[src/rtl/div_unit_if.sv]
// rtl/div_unit_if.sv - request/result bundle between pipeline control and div_unit
interface div_unit_if #(parameter int WIDTH = 32);
   logic             start;
   logic             unsig;
   logic [WIDTH-1:0] a;
   logic [WIDTH-1:0] b;
   logic             busy;
   logic             done;
   logic [WIDTH-1:0] quotient;
   logic [WIDTH-1:0] remainder;
   logic             div_zero;
   logic             overflow;

   modport master (
      output start, unsig, a, b,
      input  busy, done, quotient, remainder, div_zero, overflow
   );

   modport slave (
      input  start, unsig, a, b,
      output busy, done, quotient, remainder, div_zero, overflow
   );
endinterface

[src/rtl/div_unit.sv]
// rtl/div_unit.sv - iterative restoring divider for MIPS DIV/DIVU (optional macro DIV_FAST_ZERO_EN)
module div_unit #(
   parameter int WIDTH = 32
) (
   input logic        clock,
   input logic        reset,
   div_unit_if.slave  bus
);
   localparam int CW = $clog2(WIDTH);
   localparam logic [WIDTH-1:0] ONE     = {{(WIDTH-1){1'b0}}, 1'b1};
   localparam logic [WIDTH-1:0] MOST_NEG = {1'b1, {(WIDTH-1){1'b0}}};

   typedef enum logic [2:0] {IDLE, PREP, ITER, FIX, DONE} state_t;

   state_t           state;
   logic [WIDTH-1:0] a_r, b_r;        // operands captured on the accepting edge
   logic             unsig_r;
   logic [WIDTH-1:0] dvs;             // divisor magnitude
   logic [WIDTH-1:0] quo;             // dividend shifts out as quotient shifts in
   logic [WIDTH-1:0] rem;             // partial remainder, always below dvs
   logic [CW-1:0]    cnt;
   logic             q_neg, r_neg, zero_r, ovf_r;
   logic [WIDTH-1:0] abs_a, abs_b;
   logic [WIDTH:0]   shifted, diff;

   // Operand magnitudes and the trial subtraction for the current iteration
   always_comb begin
      abs_a   = (!unsig_r && a_r[WIDTH-1]) ? (~a_r + ONE) : a_r;
      abs_b   = (!unsig_r && b_r[WIDTH-1]) ? (~b_r + ONE) : b_r;
      shifted = {rem, quo[WIDTH-1]};
      diff    = shifted - {1'b0, dvs};
   end

   // Control FSM, datapath registers and registered outputs
   always_ff @(posedge clock or posedge reset) begin
      if (reset) begin
         state         <= IDLE;
         a_r           <= '0;
         b_r           <= '0;
         unsig_r       <= 1'b0;
         dvs           <= '0;
         quo           <= '0;
         rem           <= '0;
         cnt           <= '0;
         q_neg         <= 1'b0;
         r_neg         <= 1'b0;
         zero_r        <= 1'b0;
         ovf_r         <= 1'b0;
         bus.busy      <= 1'b0;
         bus.done      <= 1'b0;
         bus.quotient  <= '0;
         bus.remainder <= '0;
         bus.div_zero  <= 1'b0;
         bus.overflow  <= 1'b0;
      end else begin
         case (state)
            IDLE, DONE: begin
               bus.done <= 1'b0;
               if (bus.start) begin
                  a_r      <= bus.a;
                  b_r      <= bus.b;
                  unsig_r  <= bus.unsig;
                  bus.busy <= 1'b1;
                  state    <= PREP;
               end else begin
                  state <= IDLE;
               end
            end
            PREP: begin
               dvs    <= abs_b;
               quo    <= abs_a;
               rem    <= '0;
               cnt    <= CW'(WIDTH - 1);
               q_neg  <= !unsig_r && (a_r[WIDTH-1] ^ b_r[WIDTH-1]);
               r_neg  <= !unsig_r && a_r[WIDTH-1];
               zero_r <= (b_r == '0);
               ovf_r  <= !unsig_r && (a_r == MOST_NEG) && (b_r == '1);
`ifdef DIV_FAST_ZERO_EN
               // Zero divisor or dividend: preload what the iteration would produce
               if (b_r == '0 || a_r == '0) begin
                  quo   <= {WIDTH{b_r == '0}};
                  rem   <= abs_a;
                  state <= FIX;
               end else begin
                  state <= ITER;
               end
`else
               state <= ITER;
`endif
            end
            ITER: begin
               if (diff[WIDTH]) begin
                  rem <= shifted[WIDTH-1:0];
                  quo <= {quo[WIDTH-2:0], 1'b0};
               end else begin
                  rem <= diff[WIDTH-1:0];
                  quo <= {quo[WIDTH-2:0], 1'b1};
               end
               if (cnt == '0) begin
                  state <= FIX;
               end else begin
                  cnt <= cnt - CW'(1);
               end
            end
            FIX: begin
               bus.quotient  <= q_neg ? (~quo + ONE) : quo;
               bus.remainder <= r_neg ? (~rem + ONE) : rem;
               bus.div_zero  <= zero_r;
               bus.overflow  <= ovf_r;
               bus.busy      <= 1'b0;
               bus.done      <= 1'b1;
               state         <= DONE;
            end
            default: begin
               state <= IDLE;
            end
         endcase
      end
   end
endmodule

[src/flat_wrapper.sv]
// flat-port wrapper written by rule: the top's interface ports become plain ports
module div_unit_flat 
#(
   parameter int WIDTH = 32
)
  (clock, reset, bus_start, bus_unsig, bus_a, bus_b, bus_busy, bus_done, bus_quotient, bus_remainder, bus_div_zero, bus_overflow);
  div_unit_if #(.WIDTH(WIDTH)) bus_i ();
  input logic clock;
  input logic reset;
  input wire logic [$bits(bus_i.start)-1:0] bus_start;
  input wire logic [$bits(bus_i.unsig)-1:0] bus_unsig;
  input wire logic [$bits(bus_i.a)-1:0] bus_a;
  input wire logic [$bits(bus_i.b)-1:0] bus_b;
  output wire logic [$bits(bus_i.busy)-1:0] bus_busy;
  output wire logic [$bits(bus_i.done)-1:0] bus_done;
  output wire logic [$bits(bus_i.quotient)-1:0] bus_quotient;
  output wire logic [$bits(bus_i.remainder)-1:0] bus_remainder;
  output wire logic [$bits(bus_i.div_zero)-1:0] bus_div_zero;
  output wire logic [$bits(bus_i.overflow)-1:0] bus_overflow;
  assign bus_i.start = bus_start;
  assign bus_i.unsig = bus_unsig;
  assign bus_i.a = bus_a;
  assign bus_i.b = bus_b;
  assign bus_busy = bus_i.busy;
  assign bus_done = bus_i.done;
  assign bus_quotient = bus_i.quotient;
  assign bus_remainder = bus_i.remainder;
  assign bus_div_zero = bus_i.div_zero;
  assign bus_overflow = bus_i.overflow;
  div_unit #(.WIDTH(WIDTH)) u_core (.clock(clock), .reset(reset), .bus(bus_i));
endmodule
[config.mk]
export PLATFORM = sky130hd
export DESIGN_NAME = div_unit_flat
export DESIGN_NICKNAME = d
export VERILOG_FILES = /design/src/rtl/div_unit_if.sv /design/src/rtl/div_unit.sv /design/src/flat_wrapper.sv
export SDC_FILE = /design/constraint.sdc
export NUM_CORES = 1
export LEC_CHECK = 0
export CORE_ASPECT_RATIO = 0.5
export CORE_UTILIZATION = 30
export CTS_BUF_LIST = sky130_fd_sc_hd__clkbuf_2
export DETAILED_ROUTE_END_ITERATION = 10
export PLACE_DENSITY = 0.59
export SLEW_MARGIN = 5
export SYNTH_ARGS = -nofsm -noshare
export SYNTH_HDL_FRONTEND = slang
export SYNTH_SLANG_ARGS = --single-unit
[constraint.sdc]
create_clock -name clock -period 20.5 [get_ports clock]
set_clock_uncertainty 0.15 [all_clocks]
set_input_delay 2.05 -clock clock [delete_from_list [all_inputs] [get_ports clock]]
set_output_delay 2.05 -clock clock [all_outputs]
set_load 0.02 [all_outputs]
After elaboration in Yosys (flattened, before gate mapping) --
Index checks and enable logic that the tools add are counted. Widths: inputs -> output; s select.
Word-level totals: register bits 241, latch bits 0, RAM bits 0, memory bits (read-only) 0, input port bits 68, output and inout bits 68, word-level logic and storage cells 69, memories 0
Operators by class: add/sub/neg operators 6, $mul 0, div/mod/pow operators 0, magnitude comparators 0, equality and inequality tests 9, shifts and indexed selects 0, multiplexer cells 16, bitwise gates (word level) 5, reduce and logical (&&, ||, !) cells 15
Operators with widths (count):
- $mux 32 | 5
- $add 32x1->32 const B | 4
- $not 32->32 | 4
- $pmux 32 s2 | 2
- $eq 32x32->1 const B | 2
- $sub 33x32->33 | 1
- $logic_not 32->1 | 1
- $pmux 3 s4 | 1
- $pmux 5 s2 | 1
- $eq 3x2->1 const B | 2
- $reduce_and 2->1 | 3
- $logic_and 1x1->1 | 5
- $logic_not 5->1 | 1
- $mux 5 | 1
- $sub 5x1->5 const B | 1
- $ne 2x2->1 const B | 2
- $pmux 1 s2 | 2
- $reduce_bool 2->1 | 2
- $eq 3x1->1 const B | 1
- $eq 3x3->1 const B | 1
- $logic_not 3->1 | 1
- $mux 1 | 3
- $mux 3 | 1
- $ne 2x1->1 const B | 1
- other kinds (3) | 3

Logic depth before layout (Yosys ltp) --
Gate-level depths: netlist of the first run.
word-level depth 4, depth in mapped cells 14, gate-level depth less buffers 12

Least setup slack after synthesis of the first run --
OpenSTA, ideal clock, no wires.
kind input-to-reg, start point in bus_start, end point reg u_core.a_r[10], setup time 125 ps, data arrival time 3146 ps, required time 20225 ps, path slack 17079 ps, cell stages on the path 4, path buffers 2, path through nor3b_1 -> clkbuf_1 -> clkbuf_1 -> mux2_2
Between the ends: longest elaborated chain between the ends 1
RTL lines:
- start, declared | RTL line flat_wrapper.sv:10 | input wire logic [$bits(bus_i.start)-1:0] bus_start;
- $reduce_and 2->1 (no source line)
- end signal, assigned | RTL line div_unit.sv:60 | a_r <= bus.a;
- end, declared | RTL line div_unit.sv:16 | logic [WIDTH-1:0] a_r, b_r;
Every way passes these cells. A chain may end at the register's enable or synchronous reset.

Final worst setup path of the first run --
start point reg u_core.bus.overflow, end point out bus_overflow
RTL lines:
- start, declared | RTL line div_unit_if.sv:21 | output busy, done, quotient, remainder, div_zero, overflow
- start signal, assigned | RTL line div_unit.sv:109 | bus.overflow <= ovf_r;
- end, declared | RTL line flat_wrapper.sv:19 | output wire logic [$bits(bus_i.overflow)-1:0] bus_overflow;
No word-level cell between the ends.

==> metrics.md, run 1 <==
| Metric | Value |
|---|---|
| Status | `complete, no violations` |
| Clk buf depth | `3` |
| Reg2Reg Setup Slack | `roughly 16 ns` |
| CP startpoint kind | `register` |
| Most frequent cells after synthesis | `nand2_1 (249), dfrtp_1 (241), o21ai_0 (190)` |
| Ys flop type | `dfrtp_1` |
| Post-synth top area share | `43.4%` |
| CP endpoint kind | `output port` |
| Drt total wl | `36100 um` |
| TritonCTS buffer count | `59` |
| R2R cell count | `12` |
| RD Place Congestion | `between 0.8 and 0.9` |
| Register area share after synthesis | `43.4%` |
| CTS tree | `yes` |
| Post-route minimum period | `4.20 ns` |
| Synth area leader | `dfrtp_1` |
| Max-slew violation count | `0` |
| First-pass GRT wire length | `58200 um` |
| Int Power | `1.46 mW` |
| First-pass iteration count of the detailed router | `5` |
| Mapped Area | `13900 um^2` |
| PD cells | `between 150 and 200 nW/um^2` |
| WHS Path Cells | `1` |
| Area growth syn-to-layout | `16.8%` |
| Crit path required time | `18.30 ns` |
| Critical path start-end classification | `reg2out` |
| Rel. slew slack | `between 20% and 30%` |
| Max Freq | `238 MHz` |
| WHS Endpoint | `u_core.bus.overflow$_DFFE_PP0P_` |
| Lkg Pwr | `slightly below 7 nW` |
| Net Sw Frac | `48.0%` |
| Count of non-filler cells in the finished layout | `2306` |
| Synth Instances | `1563` |
| H-Tree Depth | `2` |
| Final Cycle Share | `20.5%` |
| MaxCap Viol Count | `0` |
| Reg-to-reg endpoint | `u_core.rem[27]$_DFFE_PP0P_` |
| DR WL/cell | `15.6 um` |
| Initial Util | `30.6%` |
| Vias per cell | `4.90` |
| Boundary pin count | `136` |
| Crit Path Max Fanout | `2` |
| Psw | `around 1.3 mW` |
| Most common cell in the netlist | `nand2_1` |
| Overflow after GRT | `0` |
| CTS Hold Buffers Added | `0` |
| Largest net degree at the start of global routing | `100` |
| Layout cells sized above 1 | `9.73%` |
| Gates resized, CTS repair | `0` |
| Slew @ Worst Pin | `1.17 ns` |
| Yosys reg bits | `241` |
| Setup TNS | `0 ns` |
| Syn_nets | `roughly 1.7k` |
| Synth warn | `0` |
| Critical Path AT | `approximately 2.0 ns` |
| Worst path bufs/invs | `1` |
| Synth Area per Inst | `8.89 um^2` |
| Unrepaired setup endpoints after global routing | `no` |
| Hold WC Path Type | `reg2reg` |
| Endpoints failing hold | `0` |
| GR Util All Layers | `15.2%` |
| DRC | `0` |
| Final ANT Viol Nets | `0` |
| Final nets | `1788` |
| Critical-path cell list | `clkdlybuf4s50_1` |
| Largest cells by area after synthesis | `dfrtp_1 (43%), o21ai_0 (6.8%), nand2_1 (6.7%)` |
| Cell Rows | `55` |
| CTS sink count | `around 240` |
| Vias in the first global route | `between 10k and 15k` |
| Die width | `306 um` |
| # setup viols final | `0` |
| Register share of total power | `33.6%` |
| I/O Buffers | `roughly 140` |
| Share of power burned in the clock network | `between 10% and 20%` |
| Die area | `around 47000 um^2` |
| Cell Count Post-Placement | `2217` |
| DR iter-0 viols | `755` |
| Combinational cell fraction of total power | `55.6%` |
| Hold path startpoint | `u_core.ovf_r$_DFFE_PP0P_` |
| CTS clk-pin slew, worst paths | `around 0.10 ns` |
| Core ar. | `around 45000 um^2` |
| Async SR Flop Fraction | `100%` |
| Worst skew pair latency | `0.93 ns` |
| Via count | `11.3k` |
| Post-CTS Setup Bufs | `0` |
| CTS root buffer | `clkbuf_2` |
| Peak supply drop | `0.0891 mV` |
| Worst path slowest cell | `clkdlybuf4s50_1` |
| Post-synth EDFFs | `0` |
| Initial antenna violation count | `1` |
| Yosys cell types | `65` |
| Reg2Reg Launch Point | `u_core.quo[31]$_DFFE_PP0P_` |
| Crit path largest cell delay | `0.64 ns` |
| Die height | `154 um` |
| CP delay by family, top | `buffers and inverters` |
| DP HPWL | `25700 um` |
[state kept, by name (all words and copies together) (netlist names), 3 cells and up]
name	cells
u_core.a_r	32
u_core.bus.quotient	32
u_core.dvs	32
u_core.bus.remainder	32
u_core.state	3
u_core.cnt	5
u_core.b_r	32
u_core.quo	32
u_core.rem	32
[metrics by stage]
step / power (mW) / setup WS [ns] / cell area [um^2] / hold WS, ns / utilization [%]
final: 2.81 / 16.30 / 16200 / 0.323 / 35.7
after global routing: 3.08 / 16.06 / 16200 / 0.352 / 35.7
after CTS: 2.84 / 16.19 / 16200 / 0.341 / 35.7
after detailed placement: 2.53 / 16.15 / 15800 / 0.319 / 34.7
after global placement: 2.51 / 16.16 / 15800 / 0.312 / 34.7
after floorplan: 2.06 / 11.68 / 13900 / 0.285 / -
[worst max path at each step]
stage / from / endpoint / cells after the start
floorplan: reset / u_core.a_r[0]$_DFFE_PP0P_ / 1
global placement: reset / u_core.bus.quotient[24]$_DFFE_PP0P_ / 3
detailed placement: reset / u_core.bus.quotient[20]$_DFFE_PP0P_ / 3
CTS: u_core.bus.quotient[24]$_DFFE_PP0P_ / bus_quotient[24] / 1
global route: u_core.quo[31]$_DFFE_PP0P_ / u_core.rem[27]$_DFFE_PP0P_ / 12
finish: u_core.bus.overflow$_DFFE_PP0P_ / bus_overflow / 1
[routing by layer]
| metal | vias up | routed length (um) | global-route usage [%] | part of all wire (%) |
|---|---|---|---|---|
| met5 | - | 0 | 0 | 0 |
| met4 | 0 | 1030 | 5.38 | 2.9 |
| met3 | 73 | 1480 | 2.55 | 4.1 |
| met2 | 224 | 16200 | 24.1 | 45 |
| met1 | 5269 | 17300 | 20.7 | 48 |
| li1 | 5736 | - | - | - |
[power by group through the flow]
stage | clock (mW) | combinational [mW] | sequential [mW]
finish | 0.303 | 1.56 | 0.945
global route | 0.341 | 1.76 | 0.981
CTS | 0.319 | 1.58 | 0.947
detailed placement | 0 | 1.57 | 0.958
global placement | 0 | 1.56 | 0.951
floorplan | 0 | 1.14 | 0.923
[cell usage in the layout (no fill, tap or decap), types with 14 or more instances in the layout]
cell type        count
a21oi_1             90
o31ai_1             27
mux2_2              54
clkbuf_2            73
a221o_1             20
o21ai_0            190
xnor2_1             66
ha_1                39
xor2_1              75
clkdlybuf4s50_1    135
nand3_1             14
or3_1               14
nor4_1              16
a21o_1              15
nor3_1              42
o211ai_1            17
nand2_1            247
dfrtp_1            241
nor2_1              89
inv_1               65
[cell families after synthesis]
group,count (synthesis),synth area share (%)
buffers and inverters,155,4.23
AND/OR/NAND/NOR,504,16.7
multiplexers,58,4.67
flip-flops,241,43.4
adder cells (fa/ha/maj),40,3.66
XOR/XNOR,141,8.89
AO/OA/AOI/OAI,424,18.5
[layout make-up]
cell class / count / area (um^2)
repair buffers: 145 / 1430
inverters: 66 / 255
fillers: 4705 / 29200
clock buffers: 73 / 365
clock inverters: 14 / 88.8
diodes: 2 / 5.00
flip-flops and latches: 241 / 6030
multi-input cells: 1167 / 7300
well taps: 598 / 748
(Power assumes the default switching activity.)
==> run 2: changes to the inputs <==
==> constraint.sdc (replaced) <==
create_clock -name clock -period 3.96 [get_ports clock]
set_clock_uncertainty 0.15 [all_clocks]
set_input_delay 0.396 -clock clock [delete_from_list [all_inputs] [get_ports clock]]
set_output_delay 0.396 -clock clock [all_outputs]
set_load 0.02 [all_outputs]
==> run 2 against run 1 <==
Hold slack got worse by 0.20 ns. Register-to-register slack worse by 16 ns. Critical path depth up 12. Setup slack worse by 16 ns. Core utilization grew 2.1 points. Via count grew 3.3%. Clock power rose to 6.0 times the previous value. Sequential power grew to 5.2 times the previous value. Non-clock buffer count grew 78.
==> metrics.md, run 2 (same netlist as run 1, synthesis figures left out) <==
| Metric | Value |
|---|---|
| CTS tree | `yes` |
| Crit path largest cell delay | `0.41 ns` |
| CP startpoint kind | `register` |
| Lkg Pwr | `7.32 nW` |
| Gates resized, CTS repair | `0` |
| Final ANT Viol Nets | `0` |
| Core ar. | `approximately 45000 um^2` |
| Rel. slew slack | `30.5%` |
| First-pass iteration count of the detailed router | `5` |
| Cell area after placement | `15900 um^2` |
| Die area | `47200 um^2` |
| Crit Path Max Fanout | `30` |
| Unrepaired setup endpoints after global routing | `no` |
| MaxCap Viol Count | `0` |
| Die width | `306 um` |
| TritonCTS buffer count | `a little under 60` |
| Max Freq | `between 200 and 300 MHz` |
| Vias in the first global route | `11.3k` |
| CP delay by family, top | `compound AO/OA/AOI/OAI gates` |
| Initial Util | `30.6%` |
| Final Cycle Share | `between 90 and 100%` |
| GR Util All Layers | `15.8%` |
| CTS root buffer | `clkbuf_2` |
| Cell Count Post-Placement | `2229` |
| First-pass GRT wire length | `60500 um` |
| Overflow after GRT | `0` |
| Post-route minimum period | `3.63 ns` |
| Share of power burned in the clock network | `12.1%` |
| Post-CTS Setup Bufs | `0` |
| DR WL/cell | `15.4 um` |
| Critical Path AT | `4.27 ns` |
| CP endpoint kind | `register` |
| Hold Slack | `0.127 ns` |
| Initial antenna violation count | `2` |
| Clk buf depth | `3` |
| Net Sw Frac | `47.5%` |
| DR iter-0 viols | `584` |
| Most common cell after layout, fill and taps aside | `nand2_1` |
| CTS sink count | `between 200 and 250` |
| Critical path start-end classification | `reg2reg` |
| Combinational cell fraction of total power | `55.7%` |
| DP HPWL | `26500 um` |
| Int Power | `a little under 8 mW` |
| Status | `complete, no violations` |
| Crit path required time | `4.60 ns` |
| Peak supply drop | `~0.58 mV` |
| Vias per cell | `4.85` |
| Layout cells sized above 1 | `10.2%` |
| Die height | `around 150 um` |
| Max-slew violation count | `0` |
| I/O Buffers | `roughly 140` |
| Worst path bufs/invs | `2` |
| Post-Layout Inst Area | `roughly 17000 um^2` |
| Drt total wl | `37200 um` |
| Critical-path cell list | `inv_1 -> ha_1 -> fa_1 -> nor2b_1 -> o31ai_1 -> a21oi_1 -> o211ai_1 -> o21a_1 -> o21ai_1 -> mux2i_2 -> buf_4 -> nor3_1 -> a221o_1` |
| PD cells | `around 880 nW/um^2` |
| Worst path slowest cell | `fa_1` |
| Final nets | `about 1.9k` |
| Psw | `7.18 mW` |
| Slew @ Worst Pin | `approximately 1.0 ns` |
| Most frequent cells in the layout | `nand2_1 (247), dfrtp_1 (241), o21ai_0 (190)` |
| RD Place Congestion | `0.928` |
| Worst skew pair latency | `0.95 ns` |
| Endpoints failing hold | `0` |
| Count of non-filler cells in the finished layout | `around 2.4k` |
| Cell Rows | `55` |
| Hold WC Path Type | `in2async` |
| Area growth syn-to-layout | `23.6%` |
| Boundary pin count | `136` |
| H-Tree Depth | `2` |
| Setup TNS | `0 ns` |
| Register share of total power | `32.2%` |
| Largest net degree at the start of global routing | `approximately 120` |
| Via count | `11.7k` |
| # setup viols final | `0` |
| Tot Pwr | `15.1 mW` |
| DRC | `0` |
| CTS clk-pin slew, worst paths | `roughly 0.11 ns` |
run 2: cell count changes in the layout (fill, tap and decap cells not counted), moves of 2 or more:
cell,before,now
clkbuf_2,73,82
clkinv_1,7,21
bufinv_16,1,3
dlygate4sd3_1,0,66
clkinv_2,4,1
clkinvlp_4,0,3
buf_4,10,18
buf_12,0,4
run 2: path summary, 6_finish.rpt:
kind / startpoint / to / slack [ns] / cells past startpoint
min reg2reg: u_core.bus.remainder[23]$_DFFE_PP0P_ / u_core.bus.remainder[23]$_DFFE_PP0P_ / 0.33 / 2
max in group asynchronous: reset / u_core.rem[1]$_DFFE_PP0P_ / 2.52 / 4
max: u_core.quo[31]$_DFFE_PP0P_ / u_core.rem[7]$_DFFE_PP0P_ / 0.33 / 13
min: reset / u_core.bus.remainder[26]$_DFFE_PP0P_ / 0.13 / 3
min in group clock: bus_start / u_core.state[0]$_DFFE_PP0P_ / 0.29 / 5
max reg2reg: u_core.quo[31]$_DFFE_PP0P_ / u_core.rem[7]$_DFFE_PP0P_ / 0.33 / 13
run 2: power groups by stage:
stage,combinational [mW],sequential (mW),clock (mW)
2_1_floorplan,5.91,4.78,0
3_3_place_gp,8.34,4.88,0
3_5_place_dp,8.40,4.92,0
4_1_cts,8.47,4.86,1.89
5_1_grt,9.46,5.04,2.01
6_report,8.42,4.87,1.82
run 2: metal layers:
metal / up-vias / part of all wire (%) / global-route usage (%)
met4: 0 / 3.2 / 6.24
met3: 79 / 4.0 / 2.81
li1: 5923 / - / -
met2: 231 / 45 / 24.6
met1: 5443 / 48 / 21.6
met5: - / 0 / 0
run 2: metrics by stage:
step | setup WS [ns] | util [%]
6_report | 0.329 | 37.8
5_1_grt | 0.140 | 37.8
4_1_cts | 0.341 | 37.8
3_5_place_dp | 0.376 | 35.0
3_3_place_gp | 0.463 | 35.0
2_1_floorplan | 0.252 | -
run 2: what timing repair did:
action,in CTS,in global routing
endpoints found under the setup margin,0,0
hold buffers,66,0
endpoints found under the hold margin,240,0
run 2: final cells by class:
type / instances / area, um^2
fillers: 4655 / 28300
multi-input cells: 1167 / 7300
flip-flops and latches: 241 / 6030
repair buffers: 223 / 2230
well taps: 598 / 748
clock buffers: 82 / 410
inverters: 66 / 251
clock inverters: 27 / 189
diodes: 2 / 5.00
run 2: worst min-delay path: stages:
cell and delay [ns]:
dlygate4sd3_1 0.54, clkdlybuf4s50_1 0.47, clkinvlp_4 0.16
==> run 3: changes to the inputs <==
--- a/config.mk
+++ b/config.mk
@@ -10,6 +10,7 @@
 export CTS_BUF_LIST = sky130_fd_sc_hd__clkbuf_2
 export DETAILED_ROUTE_END_ITERATION = 10
 export PLACE_DENSITY = 0.59
+export SKIP_CTS_REPAIR_TIMING = 1
 export SLEW_MARGIN = 5
 export SYNTH_ARGS = -nofsm -noshare
 export SYNTH_HDL_FRONTEND = slang
==> run 3 against run 2 <==
Die area unchanged. Critical path type unchanged. Global-route usage decreased by 0.24 points. Critical endpoint unchanged. Combinational power about the same. Count of clock-buffer cells in the layout unchanged. First-iteration DRC count increased by 8.2%. Core utilization unchanged. Sequential share of layout area unchanged. Power about the same.
==> metrics.md, run 3 (same netlist as run 1, synthesis figures left out) <==
| Metric | Value |
|---|---|
| # setup viols final | `0` |
| Critical-path cell list | `inv_1 -> ha_1 -> fa_1 -> nor2b_1 -> o31ai_1 -> a21oi_1 -> o211ai_1 -> o21a_1 -> o21ai_1 -> mux2i_2 -> buf_4 -> nor3_1 -> a221o_1` |
| Area growth syn-to-layout | `23.6%` |
| MaxCap Viol Count | `0` |
| Max Freq | `276 MHz` |
| Core ar. | `45400 um^2` |
| Tot Pwr | `15.1 mW` |
| DR WL/cell | `15.4 um` |
| GR Util All Layers | `between 15 and 20%` |
| CP startpoint kind | `register` |
| Reg2Reg Setup Slack | `between 0.3 and 0.4 ns` |
| Initial antenna violation count | `2` |
| CTS sink count | `241` |
| Reg2Reg Launch Point | `u_core.quo[31]$_DFFE_PP0P_` |
| Slew @ Worst Pin | `1.06 ns` |
| H-Tree Depth | `2` |
| R2R cell count | `13` |
| TritonCTS buffer count | `58` |
| Largest net degree at the start of global routing | `118` |
| CTS tree | `yes` |
| Crit Path Max Fanout | `30` |
| Max-slew violation count | `0` |
| Critical path start-end classification | `reg2reg` |
| Unrepaired setup endpoints after global routing | `no` |
| Vias per cell | `4.86` |
| Reg-to-reg endpoint | `u_core.rem[7]$_DFFE_PP0P_` |
| Via count | `11.7k` |
| Filler cells | `around 4.6k` |
| RD Place Congestion | `0.928` |
| Status | `complete, no violations` |
| Lkg Pwr | `7.32 nW` |
| Critical Path AT | `4.27 ns` |
| Hold WC Path Type | `in2async` |
| Die width | `306 um` |
| DR iter-0 viols | `632` |
| DP HPWL | `26500 um` |
| Overflow after GRT | `0` |
| CTS clk-pin slew, worst paths | `about 0.11 ns` |
| CP endpoint kind | `register` |
| Boundary pin count | `roughly 140` |
| Crit path required time | `between 4 and 5 ns` |
| Rel. slew slack | `29.6%` |
| Post-route minimum period | `3.63 ns` |
| Worst path bufs/invs | `2` |
| Initial Util | `30.6%` |
| Crit path largest cell delay | `0.41 ns` |
| Final Cycle Share | `about nine tenths` |
| PD cells | `880 nW/um^2` |
| Crit. Startpoint | `u_core.quo[31]$_DFFE_PP0P_` |
| Most common cell after layout, fill and taps aside | `nand2_1` |
| First-pass iteration count of the detailed router | `5` |
| Cell Rows | `55` |
| Worst skew pair latency | `0.96 ns` |
| Vias in the first global route | `11.0k` |
| Final nets | `roughly 1.9k` |
| Layout cells sized above 1 | `10.2%` |
| Worst path slowest cell | `fa_1` |
| Final ANT Viol Nets | `0` |
| Drt total wl | `37200 um` |
| Clk buf depth | `3` |
| Die area | `47200 um^2` |
| Setup TNS | `0 ns` |
| DRC | `0` |
| First-pass GRT wire length | `a little under 60000 um` |
| CP delay by family, top | `compound AO/OA/AOI/OAI gates` |
| Endpoints failing hold | `0` |
| Die height | `154 um` |
| Peak supply drop | `around 0.57 mV` |
| CTS root buffer | `clkbuf_2` |
| Most frequent cells in the layout | `nand2_1 (247), dfrtp_1 (241), o21ai_0 (190)` |
| I/O Buffers | `135` |
==> run 3: cell type report <==
class	instances	area, um^2	area share, %
multi-input cells	1167	7300	42.5
flip-flops and latches	241	6030	35.1
repair buffers	223	2230	13.0
well taps	598	748	4.36
clock buffers	82	410	2.39
inverters	66	251	1.47
clock inverters	27	189	1.10
diodes	2	5.00	0.0292
==> run 3: worst max-delay path by stage <==
stage | to | cells after the start
after floorplan | u_core.a_r[0]$_DFFE_PP0P_ | 1
after global placement | u_core.rem[25]$_DFFE_PP0P_ | 10
after detailed placement | u_core.rem[11]$_DFFE_PP0P_ | 13
after CTS | u_core.rem[21]$_DFFE_PP0P_ | 13
after global routing | u_core.rem[11]$_DFFE_PP0P_ | 13
final | u_core.rem[7]$_DFFE_PP0P_ | 13
==> run 3: routing by layer <==
metal  share of wire, %  global-route usage, %
met1                 48                   21.4
met2                 45                   24.1
met3                4.2                   2.96
met4                2.9                   5.86
met5                  0                      0
==> run 3: report_power, final <==
group	total, mW	switching (mW)	internal [mW]
registers	4.87	1.31	3.55
clock network	1.83	1.06	0.764
logic	8.41	4.80	3.62
total	15.1	7.17	7.93
==> run 3: worst register-to-register path, cell delays in order, from the launching register on <==
cell,delay (ns)
dfrtp_1,0.35
inv_1,0.08
ha_1,0.23
fa_1,0.41
nor2b_1,0.17
o31ai_1,0.12
a21oi_1,0.24
o211ai_1,0.19
o21a_1,0.26
o21ai_1,0.21
mux2i_2,0.34
buf_4,0.38
nor3_1,0.12
a221o_1,0.27
==> run 3: stage by stage <==
stage | cell area, um^2 | hold slack, ns | instances | setup WS, ns | util [%]
6_report | 17200 | 0.133 | 2406 | 0.330 | 37.8
5_1_grt | 17200 | 0.0868 | 2406 | 0.140 | 37.8
4_1_cts | 16500 | -0.508 | 2338 | 0.341 | 36.3
3_5_place_dp | 15900 | 0.313 | 2229 | 0.376 | 35.0
3_3_place_gp | 15900 | 0.302 | 2229 | 0.463 | 35.0
2_1_floorplan | 13900 | 0.285 | 1563 | 0.252 | -
